### src/rtl/fp_div_arbiter.sv
`default_nettype none
// ============================================================================
// fp_div_arbiter : round-robin front end sharing one FP divider between two
//                  requesters. Define FPDIV_ARB_TIMEOUT_EN for a WAIT watchdog.
// Revision       : 1.0 - initial release
// ============================================================================
module fp_div_arbiter #(
  parameter int WIDTH          = 32,
  parameter int TIMEOUT_CYCLES = 64
) (
  input  logic             clk,
  input  logic             clr,
  input  logic             req_valid0,
  input  logic             req_valid1,
  input  logic [WIDTH-1:0] req_a0,
  input  logic [WIDTH-1:0] req_a1,
  input  logic [WIDTH-1:0] req_b0,
  input  logic [WIDTH-1:0] req_b1,
  output logic             req_ready0,
  output logic             req_ready1,
  output logic             resp_valid0,
  output logic             resp_valid1,
  output logic [WIDTH-1:0] resp_q,
  output logic             resp_ovf,
  output logic             resp_unf,
  output logic             resp_err,
  input  logic             resp_ready0,
  input  logic             resp_ready1,
  output logic [WIDTH-1:0] div_dividend,
  output logic [WIDTH-1:0] div_divisor,
  output logic             div_start,
  input  logic [WIDTH-1:0] div_quotient,
  input  logic             div_ovf,
  input  logic             div_unf,
  input  logic             div_ready
);

  typedef enum logic [1:0] {
    IDLE  = 2'd0,
    ISSUE = 2'd1,
    WAIT  = 2'd2,
    RESP  = 2'd3
  } state_t;

  state_t           state_q, state_d;
  logic             last_q, last_d;
  logic             gnt_q, gnt_d;
  logic [WIDTH-1:0] a_q, a_d, b_q, b_d;
  logic [WIDTH-1:0] quo_q, quo_d;
  logic             ovf_q, ovf_d, unf_q, unf_d;
  logic             start_q, start_d;
  logic             rv0_q, rv0_d, rv1_q, rv1_d;
  logic             grant0, grant1;

`ifdef FPDIV_ARB_TIMEOUT_EN
  localparam int               CW   = $clog2(TIMEOUT_CYCLES + 1);
  localparam logic [WIDTH-1:0] TO_Q = WIDTH'(32'h7FC0_0000);
  logic [CW-1:0] cnt_q, cnt_d;
  logic          err_q, err_d;
  assign resp_err = err_q;
`else
  logic unused_timeout;
  assign unused_timeout = (TIMEOUT_CYCLES > 0);
  assign resp_err       = 1'b0;
`endif

  // A tie goes to the requester that was not served last.
  assign grant0 = req_valid0 && (!req_valid1 || last_q);
  assign grant1 = req_valid1 && (!req_valid0 || !last_q);

  assign req_ready0   = (state_q == IDLE) && grant0;
  assign req_ready1   = (state_q == IDLE) && grant1;
  assign resp_valid0  = rv0_q;
  assign resp_valid1  = rv1_q;
  assign resp_q       = quo_q;
  assign resp_ovf     = ovf_q;
  assign resp_unf     = unf_q;
  assign div_dividend = a_q;
  assign div_divisor  = b_q;
  assign div_start    = start_q;

  always_comb begin
    state_d = state_q;
    last_d  = last_q;
    gnt_d   = gnt_q;
    a_d     = a_q;
    b_d     = b_q;
    quo_d   = quo_q;
    ovf_d   = ovf_q;
    unf_d   = unf_q;
    start_d = 1'b0;
    rv0_d   = rv0_q;
    rv1_d   = rv1_q;
`ifdef FPDIV_ARB_TIMEOUT_EN
    cnt_d   = cnt_q;
    err_d   = err_q;
`endif
    case (state_q)
      IDLE: begin
        if (grant0 || grant1) begin
          gnt_d   = grant1;
          a_d     = grant1 ? req_a1 : req_a0;
          b_d     = grant1 ? req_b1 : req_b0;
          start_d = 1'b1;
          state_d = ISSUE;
        end
      end
      ISSUE: begin
        state_d = WAIT;
`ifdef FPDIV_ARB_TIMEOUT_EN
        cnt_d   = '0;
`endif
      end
      WAIT: begin
        if (div_ready) begin
          quo_d   = div_quotient;
          ovf_d   = div_ovf;
          unf_d   = div_unf;
          rv0_d   = !gnt_q;
          rv1_d   = gnt_q;
          state_d = RESP;
`ifdef FPDIV_ARB_TIMEOUT_EN
          err_d   = 1'b0;
        end else if (cnt_q == CW'(TIMEOUT_CYCLES - 1)) begin
          quo_d   = TO_Q;
          ovf_d   = 1'b0;
          unf_d   = 1'b0;
          err_d   = 1'b1;
          rv0_d   = !gnt_q;
          rv1_d   = gnt_q;
          state_d = RESP;
        end else begin
          cnt_d   = cnt_q + CW'(1);
`endif
        end
      end
      RESP: begin
        if (gnt_q ? resp_ready1 : resp_ready0) begin
          rv0_d   = 1'b0;
          rv1_d   = 1'b0;
          last_d  = gnt_q;
          state_d = IDLE;
        end
      end
      default: state_d = IDLE;
    endcase
  end

  always_ff @(posedge clk) begin
    if (clr) begin
      state_q <= IDLE;
      last_q  <= 1'b1;
      gnt_q   <= 1'b0;
      a_q     <= '0;
      b_q     <= '0;
      quo_q   <= '0;
      ovf_q   <= 1'b0;
      unf_q   <= 1'b0;
      start_q <= 1'b0;
      rv0_q   <= 1'b0;
      rv1_q   <= 1'b0;
`ifdef FPDIV_ARB_TIMEOUT_EN
      cnt_q   <= '0;
      err_q   <= 1'b0;
`endif
    end else begin
      state_q <= state_d;
      last_q  <= last_d;
      gnt_q   <= gnt_d;
      a_q     <= a_d;
      b_q     <= b_d;
      quo_q   <= quo_d;
      ovf_q   <= ovf_d;
      unf_q   <= unf_d;
      start_q <= start_d;
      rv0_q   <= rv0_d;
      rv1_q   <= rv1_d;
`ifdef FPDIV_ARB_TIMEOUT_EN
      cnt_q   <= cnt_d;
      err_q   <= err_d;
`endif
    end
  end

endmodule
`default_nettype wire

### config.mk
export PLATFORM = sky130hd
export DESIGN_NAME = fp_div_arbiter
export DESIGN_NICKNAME = d
export VERILOG_FILES = /design/src/rtl/fp_div_arbiter.sv
export SDC_FILE = /design/constraint.sdc
export NUM_CORES = 1
export LEC_CHECK = 0
export ABC_AREA = 1
export BUFFER_PORTS_ARGS = -buffer_cell sky130_fd_sc_hd__buf_2
export CORE_UTILIZATION = 44
export CTS_CLUSTER_DIAMETER = 150
export DETAILED_ROUTE_END_ITERATION = 12
export PLACE_DENSITY = 0.8
export SETUP_SLACK_MARGIN = 0.15
export SLEW_MARGIN = 40
export SYNTH_ARGS = -nofsm -noshare
export SYNTH_HDL_FRONTEND = slang
export SYNTH_SLANG_ARGS = --single-unit
### constraint.sdc
create_clock -name clk -period 1.6 [get_ports clk]
set_input_delay 0.32 -clock clk [delete_from_list [all_inputs] [get_ports clk]]
set_output_delay 0.32 -clock clk [all_outputs]
set_load 0.02 [all_outputs]
Word level (Yosys, flattened, before mapping). Cells that the tools add are included.

Register bits: 105. Latch bits: 0. Memory bits (writable): 0. Bits in read-only memories: 0. Input port bits: 169. Output and inout port bits: 104. Word-level logic and storage cells: 50. Memories kept: 0.

$add $sub $neg: 0. Multiply operators: 0. Divide/modulo/power cells: 0. Magnitude comparators: 0. Equal/unequal tests: 6. Shift operators: 0. Mux-type cells: 13. Bitwise operators: 1. Reduce and logical (&&, ||, !) cells: 19.

Operators with widths (number): 32-bit 2-to-1 mux (2); 2-bit case mux with 4 select lines (1); 2-bit 2-to-1 mux (3); 2-bit AND reduction (3); 3-bit AND reduction (2); 1-bit 2-to-1 mux (5); 2-bit equality test, second input constant (2); 1-bit logical AND (4); 1-bit zero test (4); 2-bit inequality test, second input constant (2); 1-bit case mux with 2 select lines (2); 1-bit logical OR (3); 2-bit by 1-bit equality test with 1-bit output, second input constant (1); 2-bit zero test (1); 2-bit by 1-bit inequality test with 1-bit output, second input constant (1); 2-bit nonzero test (1); 2-bit OR reduction (1); 1-bit NOT (1).

Depth between registers and ports, before layout. Gate-level depths: netlist of the first run.

Depth after elaboration: 6. Depth in mapped cells: 8. Mapped depth without buffers: 8.

Least setup slack after synthesis of the first run. No wires, ideal clock.

Path kind: register -> register. Start point: reg state_q[0]. End point: reg quo_q[10], in the netlist resp_q[10]. Setup time: 0.116 ns. Data arrival time: 1.264 ns. Data required time: 1.484 ns. Path slack: 0.220 ns. Cell stages (with the launch flop): 8. Cell sequence: dfxtp_1 inv_1 ha_1 nand2_1 clkinv_1 buf_2 nor2_1 nor2_1.

Cells in the longest elaborated chain, start to end: 2.

Ends and longest elaborated chain: start, declared (line 45) `state_t state_q, state_d;`; start signal, assigned (line 167) `state_q <= state_d;`; 2-bit equality test (line 98) `case (state_q)`; 2-bit AND reduction (no line); end signal, assigned (line 172) `quo_q <= quo_d;`; end, declared (line 49) `logic [WIDTH-1:0] quo_q, quo_d;`.

No other way between the ends. A chain may end at the register's enable or synchronous reset.

Worst setup path in the final report of the first run.
Start point: reg state_q[0]. End point: reg quo_q[31], in the netlist resp_q[31].

Same word-level chain as after synthesis.

==> results.cfg, run 1 <==
[synthesis]
synth-seq-cells = 105
synth_ff_type = dfxtp_1
synthAdderAreaFrac_pct = 1.05
yosysSeqAreaShare_pct = 44.2
syn_avg_cell_area_sq_um = 6.80
synth_edf_count = 0
synth-simple-area-share_pct = 34.8
yosysTopAreaCell = dfxtp_1
synth-compound-area-share_pct = 11.9
ys_types = 22
yosysMostFrequentCell = nor2_1
syn_area_sq_um = 4750
synthArstFlopShare_pct = 0
synth_top_family_by_area = simple AND/OR/NAND/NOR gates
ys_top_cells_by_area = dfxtp_1 (44%), nor2_1 (16%), nand2_1 (11%)
synth_common_cells = nor2_1 (204), nand2_1 (140), dfxtp_1 (105), o21ai_0 (90), nand3_1 (69)
syn_nets = 872
synth_mux_area_share_pct = 0
synth_warnings = 0
syn_inst = 699
synth_top_area_share_pct = 44.2
synth_xor_area_share_pct = 0

[cts]
cts_root_buffer = clkbuf_8
path_clk_slew_ns = 0.10
hold_buffers = 0
cts_tree = built
htree_levels = 3
clkLatencyLatePin_ns = 0.36
cts_buffers = 9
clkSinkCount = 105
cts_max_path_buffers = 2

[power]
irDropWorstVdd_mv = 0.713
power.density_nw_per_um2 = 1620
total_leakage_power_nw = 3.61

[final_layout]
drive_above_1_share_pct = 37.5
layoutNonFillerInstCount = 1098
final_nets = 1130
stdcell_area_sq_um = 6750
syn_to_final_growth_pct = 42.2
finish.utilization_pct = 64.8

[worst_setup_path]
crit_type = flop to flop
cp.arrival_ns = 1.80
critical_path.max_fanout = 8
start_kind = flop
reg2reg_from = state_q[0]$_SDFFE_PP0P_
startpoint = state_q[0]$_SDFFE_PP0P_
crit_required_ns = 1.84
endpoint_kind = flop

[drt]
vias = 5374
routed_wl_um = 14800
route.detailed.drc = 0
viasPerCell = 4.89
antenna_left = 0
wl_per_cell_um = 13.4
drt-initial-drc-count = 245
dr.pass1.iters = 6

[floorplanning]
start_util_pct = 45.6
dieArea_sq_um = 11200
die_height_um = 106
die_w_um = 106
fp.coreArea_sq_um = 10400
boundaryPins = 273
row_count = 37

[timing]
clock_skew_ns = 0.0139
final-setup-viol-count = 0
worst_slack_ns = 0.0371
fmax_ghz = 0.640
final.period_utilization_pct = 97.7
min_period_ns = 1.56
hold_violations = 0
final-max-slew-violation-count = 0
fin_tns_setup_ns = 0
rsz0062_at_grt = true

[place]
dp_cells = 1071
numPortBuffers = 271
placed_area_sq_um = 6140
gp_congestion = 0.810
pre_cts_ws_ns = 0.140
dp_hpwl_um = 10000

[grt]
grt_pass1_wl_um = 22100
overflow = 0
grt_antenna_before_repair = 1
grt_pass1_vias = 4851
grt_start_max_net_pins = 42
grt_usage_pct = 24.4

[flow_run]
max-cap-violations = 0

[hold_path]
min_from = clr
min_path_type = primary input to flop

[outcome]
status = finished clean
what timing repair did:
item	CTS	global route
pin swaps	2	3
gates resized for setup	15	80
setup buffers	6	0
setup endpoints to repair	24	59
gates cloned	0	5
metrics by stage:
stage,hold WS [ns],total power (W)
after floorplan,0.389,0.00693
after global placement,0.455,0.00842
after detailed placement,0.467,0.00849
after CTS,0.137,0.0104
after global routing,0.147,0.0117
final,0.154,0.0110
critical path, cell delays in order (launching register included):
cell	delay, ns
dfxtp_2	0.34
inv_2	0.05
buf_4	0.14
ha_4	0.17
nand2_4	0.09
clkinvlp_4	0.23
clkbuf_16	0.27
nor2_4	0.08
nor2_1	0.06
area by class of cell:
cell class                      count  area, sq um
Antenna cell                        2         5.00
Clock buffer                        9          124
Clock inverter                      5         81.3
Fill cell                         968         3660
Inverter                           12         48.8
Multi-Input combinational cell    530         2510
Sequential cell                   105         2100
Tap cell                          136          170
Timing Repair Buffer              299         1710
state kept, by name, indices dropped and copies added, names as in the netlist, 2 cells and up:
register      count
state_q           2
resp_q           32
div_dividend     32
div_divisor      32
where the power goes:
group | internal (W) | switching, W | leakage (nW)
registers | 0.00343 | 0.000448 | 0.866
logic | 0.00201 | 0.00330 | 2.64
clock network | 0.000869 | 0.000910 | 0.102
total | 0.00630 | 0.00465 | 3.61
per-layer routing:
metal,vias up,track usage (%),wire length (um)
met5,-,0,0
met1,2385,29.8,6250
met2,223,42.0,7160
li1,2742,-,-
met3,24,5.21,1040
met4,0,9.42,315
worst paths after layout:
kind                        endpoint  slack [ns]  cells after the start
min reg2reg   resp_q[8]$_SDFFE_PP0P_        0.50                      2
max          resp_q[31]$_SDFFE_PP0P_        0.04                      8
min               gnt_q$_SDFFE_PP0P_        0.15                      2
max reg2reg  resp_q[31]$_SDFFE_PP0P_        0.04                      8
cell families after synthesis:
| kind of cell | after synthesis |
|---|---|
| fa+ha+maj | 4 |
| simple gates | 415 |
| buf+inv | 64 |
| other cells | 1 |
| compound gates | 110 |
| flops | 105 |
layout by cell type (no fill, tap or decap), types with 2 or more instances in the layout:
master      instances
nand2_4             2
inv_2               5
nand3_1            68
buf_2             269
buf_6               4
inv_1               6
nand2_1           138
o21ai_1            30
dfxtp_2             2
o21ai_0            70
buf_4              17
nor2_1            174
clkbuf_8            9
ha_1                2
a21oi_1             7
nor2_4             24
ha_4                2
bufinv_16           2
diode_2             2
clkinvlp_4          2
buf_12              5
clkbuf_16           3
nor2_2              6
dfxtp_1           103
nand2_2             2
Power figures use the tool's default switching activity.
==> run 2, diff against run 1 <==
--- a/constraint.sdc
+++ b/constraint.sdc
@@ -3,2 +3,2 @@
 set_output_delay 0.32 -clock clk [all_outputs]
-set_load 0.02 [all_outputs]
+set_load 0.1 [all_outputs]
==> run 2 against run 1 <==
The flow now finishes with violations (negative setup slack); die area did not move; sequential share of layout area fell by 0.59 points; clock skew fell by 0.00069 ns.
==> results.cfg, run 2 (same netlist as run 1, synthesis figures left out) <==
[outcome]
status = finished with violations
violations = negative setup slack

[worst_setup_path]
crit_required_ns = 1.28
start_kind = flop
cp.arrival_ns = 1.31
worstPathCellList = inv_2 > ha_4 > nand2_4 > a21oi_4 > buf_12
slowest_delay_ns = 0.34
crit_type = flop to primary output
critical_path.max_fanout = 3
endpoint_kind = primary output
worst-path-buf-inv = 2
cp_top_family = flip-flops
cp_slowest_cell = dfxtp_2

[timing]
final-setup-viol-count = 2
hold_violations = 0
min_period_ns = 1.63
final.period_utilization_pct = 102
rsz0062_at_grt = true
fmax_ghz = 0.615
fin_tns_setup_ns = -0.0426
clock_skew_ns = 0.0132
final-max-slew-violation-count = 0
worst_slack_ns = -0.0271

[floorplanning]
boundaryPins = 273
start_util_pct = 45.6
dieArea_sq_um = 11200
row_count = 37
die_w_um = 106
die_height_um = 106
fp.coreArea_sq_um = 10400

[place]
dp_hpwl_um = 9970
placed_area_sq_um = 6230
gp_congestion = 0.814
numPortBuffers = 271

[cts]
cts_max_path_buffers = 2
cts_buffers = 9
path_clk_slew_ns = 0.10
clkLatencyLatePin_ns = 0.34
htree_levels = 3
cts_tree = built
cts_root_buffer = clkbuf_8
hold_buffers = 0
clkSinkCount = 105

[final_layout]
final_cell_mix = nor2_1 (204), buf_2 (168), nand2_1 (138)
drive_above_1_share_pct = 36.1
stdcell_area_sq_um = 6890
antenna_cells = 0
final_nets = 1124
num-fill-cells = 960
final_common_cell = nor2_1
syn_to_final_growth_pct = 44.9

[drt]
route.detailed.drc = 0
vias = 5331
antenna_left = 0
drt-initial-drc-count = 280
dr.pass1.iters = 4
routed_wl_um = 14200
wl_per_cell_um = 13.0
viasPerCell = 4.88

[grt]
overflow = 0
grt_start_max_net_pins = 59
grt_usage_pct = 24.3
grt_pass1_wl_um = 22100
grt_pass1_vias = 4806
grt_antenna_before_repair = 0

[flow_run]
max-cap-violations = 0

[power]
power.density_nw_per_um2 = 2310
irDropWorstVdd_mv = 1.40
total_leakage_power_nw = 3.54

[hold_path]
min_path_type = primary input to flop
==> run 2: changes by cell type in the layout (fill, tap and decap cells not counted), moves of 24 or more <==
cell,before,now
nor2_4,24,0
o21ai_0,70,34
clkbuf_4,0,43
nor2_1,174,204
buf_4,17,66
buf_2,269,168
==> run 2: path summary, 6_finish.rpt <==
path,depth (start not counted),slack [ns],to,from
hold reg to reg,2,0.49,resp_q[6]$_SDFFE_PP0P_,resp_q[6]$_SDFFE_PP0P_
setup reg to reg,8,0.17,div_divisor[10]$_SDFFE_PP0P_,state_q[1]$_SDFFE_PP0P_
hold / removal,2,0.16,gnt_q$_SDFFE_PP0P_,clr
setup / recovery,5,-0.03,req_ready0,state_q[1]$_SDFFE_PP0P_
==> run 2: cell type report <==
cell class              count  area [sq um]  area share, %
well taps                 136           170           2.47
repair buffers            293          1970           28.6
clock inverters             4          53.8          0.781
inverters                  12          51.3          0.745
clock buffers              12           135           1.96
multi-input cells         530          2400           34.9
flip-flops and latches    105          2100           30.6
==> run 2: what timing repair did <==
action | CTS | global route
gates cloned | 0 | 2
hold endpoints to repair | 0 | 0
setup buffers | 4 | 0
pin swaps | 1 | 3
gates resized for setup | 64 | 132
endpoints found under the setup margin | 76 | 134
==> run 2: routing by layer <==
| layer | routed length (um) | track usage (%) | vias up |
|---|---|---|---|
| li1 | - | - | 2731 |
| met3 | 1190 | 6.74 | 18 |
| met2 | 7040 | 43.0 | 209 |
| met1 | 5790 | 28.4 | 2373 |
| met4 | 221 | 7.54 | 0 |
| met5 | 0 | 0 | - |
==> run 2: power by group <==
part,internal (W),switching (W),total [W]
Clock,0.000731,0.000878,0.00161
Sequential,0.00343,0.000463,0.00389
Combinational,0.00239,0.00800,0.0104
Total,0.00655,0.00934,0.0159
==> run 2: stage by stage <==
step	utilization [%]	total power (W)	cells	hold WS, ns	worst slack (ns)
detailed placement	59.8	0.0133	1070	0.465	0.138
global route	66.1	0.0166	1092	0.129	-0.103
floorplan	-	0.0116	699	0.389	0.121
global placement	59.8	0.0132	1070	0.458	0.203
finish	66.1	0.0159	1092	0.160	-0.0271
CTS	63.4	0.0153	1090	0.143	-0.0544
==> run 2: worst register-to-register path: stages (launching register included) <==
cell and delay [ns]:
dfxtp_2 0.35, inv_2 0.05, ha_4 0.17, buf_4 0.15
o21ai_4 0.10, inv_4 0.10, buf_12 0.18, o21ai_1 0.19
nor2_1 0.06
